`config.mk`:
```
export PLATFORM = sky130hd
export DESIGN_NAME = cus19_instr_encoder
export DESIGN_NICKNAME = d
export VERILOG_FILES = /design/src/rtl/cus19_isa_pkg.sv /design/src/rtl/cus19_enc_fifo.sv /design/src/rtl/cus19_instr_encoder.sv
export SDC_FILE = /design/constraint.sdc
export NUM_CORES = 1
export LEC_CHECK = 0
export ABC_CLOCK_PERIOD_IN_PS = 2770
export CORE_MARGIN = 2
export CORE_UTILIZATION = 35
export CTS_BUF_LIST = sky130_fd_sc_hd__clkbuf_4
export DETAILED_ROUTE_END_ITERATION = 8
export PLACE_DENSITY = 0.56
export SKIP_CTS_REPAIR_TIMING = 1
export SYNTH_ARGS = -nofsm -noshare
export SYNTH_HDL_FRONTEND = slang
export SYNTH_SLANG_ARGS = --single-unit
export TNS_END_PERCENT = 5
```
`constraint.sdc`:
```
create_clock -name clk -period 2.77 [get_ports clk]
set_input_delay 0.6925 -clock clk [delete_from_list [all_inputs] [get_ports clk]]
set_output_delay 0.6925 -clock clk [all_outputs]
set_load 0.005 [all_outputs]
```
`src/rtl/cus19_isa_pkg.sv`:
```
// Shared ISA definitions for the 19-bit instruction encoder and decoder:
// opcodes, per-format field positions and loader FSM states.
package cus19_isa_pkg;

    localparam int INSTR_W = 19;

    localparam logic [2:0] OP_R = 3'b000;
    localparam logic [2:0] OP_M = 3'b001;
    localparam logic [2:0] OP_J = 3'b010;
    localparam logic [2:0] OP_B = 3'b011;
    localparam logic [2:0] OP_S = 3'b100;

    localparam int OPC_W     = 3;
    localparam int REG_W     = 4;
    localparam int FUNCT_LSB = 3;

    localparam int R_FUNCT_W = 4;
    localparam int R_RS2_LSB = 7;
    localparam int R_RS1_LSB = 11;
    localparam int R_RD_LSB  = 15;

    localparam int M_RS1_LSB = 4;
    localparam int M_IMM_LSB = 8;
    localparam int M_IMM_W   = 11;

    localparam int J_FUNCT_W = 2;
    localparam int J_IMM_LSB = 5;
    localparam int J_IMM_W   = 11;

    // B and S share the rs2/rs1 placement; only B carries an immediate.
    localparam int BS_RS2_LSB = 4;
    localparam int BS_RS1_LSB = 8;
    localparam int B_IMM_LSB  = 12;
    localparam int B_IMM_W    = 7;

    typedef enum logic [1:0] {
        ST_IDLE  = 2'd0,
        ST_LOAD  = 2'd1,
        ST_DRAIN = 2'd2,
        ST_DONE  = 2'd3
    } enc_state_e;

    function automatic logic is_legal_op(input logic [2:0] op);
        return op <= OP_S;
    endfunction

endpackage

```
`src/rtl/cus19_enc_fifo.sv`:
```
// Synchronous FIFO holding encoded words; head is presented from registered
// storage and reads as zero while empty.
module cus19_enc_fifo #(
    parameter int DEPTH = 4,
    parameter int WIDTH = 19
) (
    input  logic             clk,
    input  logic             rst,
    input  logic             flush,
    input  logic             push,
    input  logic [WIDTH-1:0] wdata,
    input  logic             pop,
    output logic [WIDTH-1:0] rdata,
    output logic             full,
    output logic             empty
);
    localparam int AW = $clog2(DEPTH);

    logic [WIDTH-1:0] r_mem [DEPTH];
    logic [AW:0]      r_wr_ptr;
    logic [AW:0]      r_rd_ptr;
    logic             w_do_push;
    logic             w_do_pop;

    assign empty     = (r_wr_ptr == r_rd_ptr);
    assign full      = (r_wr_ptr[AW] != r_rd_ptr[AW]) &&
                       (r_wr_ptr[AW-1:0] == r_rd_ptr[AW-1:0]);
    // A full FIFO refuses a push even when a pop frees a slot this cycle.
    assign w_do_push = push && !full;
    assign w_do_pop  = pop && !empty;
    assign rdata     = empty ? '0 : r_mem[r_rd_ptr[AW-1:0]];

    always_ff @(posedge clk) begin
        if (w_do_push) begin
            r_mem[r_wr_ptr[AW-1:0]] <= wdata;
        end
    end

    always_ff @(posedge clk or posedge rst) begin
        if (rst) begin
            r_wr_ptr <= '0;
            r_rd_ptr <= '0;
        end else if (flush) begin
            r_wr_ptr <= '0;
            r_rd_ptr <= '0;
        end else begin
            if (w_do_push) r_wr_ptr <= r_wr_ptr + (AW+1)'(1);
            if (w_do_pop)  r_rd_ptr <= r_rd_ptr + (AW+1)'(1);
        end
    end

endmodule

```
`src/rtl/cus19_instr_encoder.sv`:
```
// Program loader: encodes field sets into 19-bit instructions and streams them
// to instruction memory. Define CUS19_ENC_RANGE_CHECK_EN to add err_range.
module cus19_instr_encoder
    import cus19_isa_pkg::*;
#(
    parameter int DEPTH     = 4,
    parameter int ADDR_W    = 8,
    parameter int BASE_ADDR = 0
) (
    input  logic                clk,
    input  logic                rst,
    input  logic                start,
    input  logic                in_valid,
    output logic                in_ready,
    input  logic                in_last,
    input  logic [2:0]          in_opcode,
    input  logic [3:0]          in_funct,
    input  logic [3:0]          in_rs1,
    input  logic [3:0]          in_rs2,
    input  logic [3:0]          in_rd,
    input  logic [10:0]         in_imm,
    output logic                imem_we,
    input  logic                imem_ready,
    output logic [ADDR_W-1:0]   imem_addr,
    output logic [INSTR_W-1:0]  imem_wdata,
    output logic                done,
    output logic                err_illegal,
    output logic [ADDR_W-1:0]   wr_count
`ifdef CUS19_ENC_RANGE_CHECK_EN
    ,output logic               err_range
`endif
);
    enc_state_e         r_state;
    enc_state_e         w_state_next;
    logic [ADDR_W-1:0]  r_addr;
    logic [ADDR_W-1:0]  r_wr_count;
    logic               r_err_illegal;
    logic [INSTR_W-1:0] w_word;
    logic [INSTR_W-1:0] w_head;
    logic               w_fifo_full;
    logic               w_fifo_empty;
    logic               w_accept;
    logic               w_legal;
    logic               w_range_bad;
    logic               w_push;
    logic               w_pop;
    logic               w_session_start;

    assign w_session_start = (r_state == ST_IDLE) && start;
    assign w_legal         = is_legal_op(in_opcode);
    assign w_accept        = in_valid && in_ready;
    assign w_push          = w_accept && w_legal && !w_range_bad;
    assign w_pop           = imem_we && imem_ready;

    assign in_ready    = (r_state == ST_LOAD) && !w_fifo_full;
    assign imem_we     = ((r_state == ST_LOAD) || (r_state == ST_DRAIN)) && !w_fifo_empty;
    assign imem_wdata  = w_head;
    assign imem_addr   = r_addr;
    assign done        = (r_state == ST_DONE);
    assign err_illegal = r_err_illegal;
    assign wr_count    = r_wr_count;

    always_comb begin
        w_word = '0;
        w_word[OPC_W-1:0] = in_opcode;
        case (in_opcode)
            OP_R: begin
                w_word[FUNCT_LSB +: R_FUNCT_W] = in_funct;
                w_word[R_RS2_LSB +: REG_W]     = in_rs2;
                w_word[R_RS1_LSB +: REG_W]     = in_rs1;
                w_word[R_RD_LSB  +: REG_W]     = in_rd;
            end
            OP_M: begin
                w_word[FUNCT_LSB]              = in_funct[0];
                w_word[M_RS1_LSB +: REG_W]     = in_rs1;
                w_word[M_IMM_LSB +: M_IMM_W]   = in_imm[M_IMM_W-1:0];
            end
            OP_J: begin
                w_word[FUNCT_LSB +: J_FUNCT_W] = in_funct[J_FUNCT_W-1:0];
                w_word[J_IMM_LSB +: J_IMM_W]   = in_imm[J_IMM_W-1:0];
            end
            OP_B: begin
                w_word[FUNCT_LSB]              = in_funct[0];
                w_word[BS_RS2_LSB +: REG_W]    = in_rs2;
                w_word[BS_RS1_LSB +: REG_W]    = in_rs1;
                w_word[B_IMM_LSB +: B_IMM_W]   = in_imm[B_IMM_W-1:0];
            end
            OP_S: begin
                w_word[FUNCT_LSB]              = in_funct[0];
                w_word[BS_RS2_LSB +: REG_W]    = in_rs2;
                w_word[BS_RS1_LSB +: REG_W]    = in_rs1;
            end
            default: ;
        endcase
    end

`ifdef CUS19_ENC_RANGE_CHECK_EN
    logic r_err_range;

    // Formats without an immediate (R, S) treat any nonzero imm bit as excess.
    always_comb begin
        w_range_bad = 1'b0;
        case (in_opcode)
            OP_R:    w_range_bad = |in_imm;
            OP_M:    w_range_bad = |in_funct[3:1];
            OP_J:    w_range_bad = |in_funct[3:2];
            OP_B:    w_range_bad = (|in_funct[3:1]) || (|in_imm[10:7]);
            OP_S:    w_range_bad = (|in_funct[3:1]) || (|in_imm);
            default: w_range_bad = 1'b0;
        endcase
    end

    always_ff @(posedge clk or posedge rst) begin
        if (rst) begin
            r_err_range <= 1'b0;
        end else if (w_session_start) begin
            r_err_range <= 1'b0;
        end else if (w_accept && w_legal && w_range_bad) begin
            r_err_range <= 1'b1;
        end
    end

    assign err_range = r_err_range;
`else
    assign w_range_bad = 1'b0;
`endif

    cus19_enc_fifo #(
        .DEPTH (DEPTH),
        .WIDTH (INSTR_W)
    ) u_fifo (
        .clk   (clk),
        .rst   (rst),
        .flush (w_session_start),
        .push  (w_push),
        .wdata (w_word),
        .pop   (w_pop),
        .rdata (w_head),
        .full  (w_fifo_full),
        .empty (w_fifo_empty)
    );

    always_comb begin
        w_state_next = r_state;
        case (r_state)
            ST_IDLE:  if (start) w_state_next = ST_LOAD;
            ST_LOAD:  if (w_accept && in_last) w_state_next = ST_DRAIN;
            ST_DRAIN: if (w_fifo_empty) w_state_next = ST_DONE;
            ST_DONE:  w_state_next = ST_IDLE;
            default:  w_state_next = ST_IDLE;
        endcase
    end

    always_ff @(posedge clk or posedge rst) begin
        if (rst) begin
            r_state       <= ST_IDLE;
            r_addr        <= ADDR_W'(BASE_ADDR);
            r_wr_count    <= '0;
            r_err_illegal <= 1'b0;
        end else begin
            r_state <= w_state_next;
            if (w_session_start) begin
                r_addr        <= ADDR_W'(BASE_ADDR);
                r_wr_count    <= '0;
                r_err_illegal <= 1'b0;
            end else begin
                if (w_pop) begin
                    r_addr     <= r_addr + ADDR_W'(1);
                    r_wr_count <= r_wr_count + ADDR_W'(1);
                end
                if (w_accept && !w_legal) r_err_illegal <= 1'b1;
            end
        end
    end

endmodule

```
==> impl_results.md <==
* Max_slew headroom at 67.6%
* Die width at 122 um
* Final hold vios at 0
* Worst-path maximum fanout at 6
* Endpoints failing setup at 12
* Pre-antenna DRT Iters at 4
* Hold WC Path Type: register to register
* DIE HEIGHT at 122 um
* Drt total wl at 11000 um
* Cell chain of the critical path: clkbuf_16 -> mux4_2 -> nor2b_1 -> clkdlybuf4s50_1
* Syn nets at 387
* CP endpoint kind: primary output
* CP Class: register to primary output
* Crit path DAT at 2.28 ns
* FF-to-FF path depth at 6
* Setup TNS at -1.02 ns
* Initial antenna violation count at 0
* Synth area leaders: edfxtp_1 47%, mux4_2 13%, dfrtp_1 13%
* Outcome: complete, but fails checks
* First-pass GRT wire length at 17400 um
* Via count at 3218
* Unique masters post-synth at 34
* Crit path time final at 2.97 ns
* Int Power at 3.42 mW
* Area grow syn2layout at 30.8%
* Pre-CTS WS at 0.204 ns
* Worst hold margin at 0.533 ns
* Number of global-route vias before repair at 3221
* FP Rows at 42
* DRT iter0 DRCs at 167
* Seq cells post-synth at 101
* Fmax at 337 MHz
* Top-count cell post-synth: edfxtp_1
* Total CTS buffers at 9
* Worst-Margin Slew at 0.481 ns
* Routability Congestion at 0.805
* Slowest CP cell: dfrtp_2
* Synthesized area per cell at 14.3 um2
* Final WS setup at -0.198 ns
* Sequential area share after synthesis at 60.1%
* Worst path required time at 2.08 ns
* Setup Skew at 0.0128 ns
* Drt drc at 0
* Filler cells at 1213
* Die ar. at 0.0148 mm2
* Clock Path Buffers at 2
* EDFF count, synth at 76
* Reg power frac at 36.5%
* Clock Sinks at 101
* Worst path max stage delay at 0.54 ns
* Switching part of the total at 35.0%
* Most used routing layer: met2
* M2 GR Usage at 24.9%
* CTS tree: built
* Overflow left after global routing at 0
* Fraction of final layout cells sized beyond drive strength 1 at 23.5%
* # diodes at 0
* Psw at 1.84 mW
* Post-synth top cells: 76 x edfxtp_1, 28 x mux4_2, 25 x dfrtp_1
* H-tree lvl count at 3
* Worst Hold Depth at 2
* Tcrit/Tclk final at 107%
* Asr flop ratio synth at 24.8%
* Synth warn at 0
* Area share of the largest cell type after synthesis at 47.2%
* GR Util All Layers at 15.6%
* Vias/cell at 5.17
* Critical path launch point type: register
* Clock root buffer: clkbuf_4
* Maxcap violations at 0
* Met1 global-route usage at 21.8%
* Fin. max-slew vios at 0
* Post-DP HPWL at 7480 um
* Comb pwr share at 49.7%
* Peak VDD IR at 0.000536 V
* Final core utilization at 47.4%
* I/O pin count at 75
* Worst-Skew Late Latency at 0.47 ns
* WL/cell at 17.7 um
* ANT nets after route at 0
* Clk network pwr share at 13.9%
* Met3 GRT Util at 2.43%
* NumNets Final at 489
* Most common flop cell mapped by yosys: edfxtp_1
* Failing checks: negative setup slack
* RSZ-0062 raised after global routing: yes
* Mapped Area at 0.00484 mm2
* Largest net degree at the start of global routing at 26
* Port-buffer cells at 74
* Pleak at 2.44 nW
* Core region area at 0.0133 mm2
* Gate count after technology mapping at 339
* Reg clk slew, reported paths at 0.16 ns
* Initial Util at 36.3%
* Power per Cell Area at 831 mW/mm2
* Leading area contributor after synthesis: edfxtp_1
sequential cells by signal, indices dropped and copies added, names as in the netlist:
| signal | cells |
|---|---|
| r_state | 2 |
| err_illegal | 1 |
| u_fifo.r_rd_ptr | 3 |
| imem_addr | 8 |
| wr_count | 8 |
| u_fifo.r_mem | 76 |
| u_fifo.r_wr_ptr | 3 |
final timing paths:
path                                          from                 end  slack, ns
worst max-delay path            u_fifo.r_rd_ptr[0]       imem_wdata[9]      -0.20
worst min-delay path                   err_illegal         err_illegal       0.53
worst max register to register          r_state[1]        imem_addr[7]       0.76
worst min register to register         err_illegal         err_illegal       0.53
max in group asynchronous                      rst  u_fifo.r_rd_ptr[0]       1.94
min in group asynchronous                      rst          r_state[1]       0.56
cell type report:
cell class                 instances  area (um2)  share of cell area (%)
inverter                          10        37.5                   0.593
clock inverter                     7        58.8                   0.929
clock buffer                       9        67.6                    1.07
sequential                       101        2910                    46.0
timing repair buffer             111        1190                    18.8
multi-input combinational        208        1850                    29.2
tap                              176         220                    3.48
cell usage in the layout (no fill, tap or decap), types with 13 or more instances in the layout:
cell,netlist,final
buf_4,1,24
a21oi_1,20,20
dfrtp_1,25,24
nor2b_1,21,15
nor2_1,16,16
clkdlybuf4s50_1,0,58
edfxtp_1,76,76
o21ai_0,13,13
nand2_1,16,16
mux4_2,28,28
dlymetal6s2s_1,0,13
power groups by stage:
stage	Clock, mW	Combinational [mW]	Sequential [mW]
global route	0.833	2.88	1.94
global placement	0	2.48	1.92
floorplan	0	1.24	1.90
finish	0.728	2.61	1.92
detailed placement	0	2.48	1.93
CTS	0.755	2.50	1.90
stage by stage:
step	cells	total power, mW	cell area (um2)
2_1_floorplan	339	3.14	4840
3_3_place_gp	594	4.40	6010
3_5_place_dp	594	4.41	6010
4_1_cts	610	5.15	6130
5_1_grt	622	5.65	6330
6_report	622	5.26	6330
worst max-delay path: cells and delay by family, from the launching register on:
family	cells	cell delay, ns
buffers and inverters	2	0.65
muxes	1	0.47
and+or+nand+nor	1	0.14
DFF	1	0.54
logic make-up (layout without fill, tap and decap cells):
group / after synthesis / count (layout) / share of synthesized area (%)
buffers and inverters: 30 / 137 / 2.56
AO/OA/AOI/OAI: 61 / 61 / 7.86
adder cells (fa/ha/maj): 12 / 12 / 3.10
multiplexers: 37 / 37 / 15.0
flip-flops: 101 / 101 / 60.1
XOR/XNOR: 8 / 8 / 1.45
AND/OR/NAND/NOR: 90 / 90 / 9.93
layer usage:
| layer | up-vias | share of wire [%] |
|---|---|---|
| met5 | - | 0 |
| met4 | 0 | 1.4 |
| met3 | 11 | 4.4 |
| met2 | 80 | 48 |
| met1 | 1614 | 46 |
| li1 | 1513 | - |
Power figures use the tool's default switching activity.
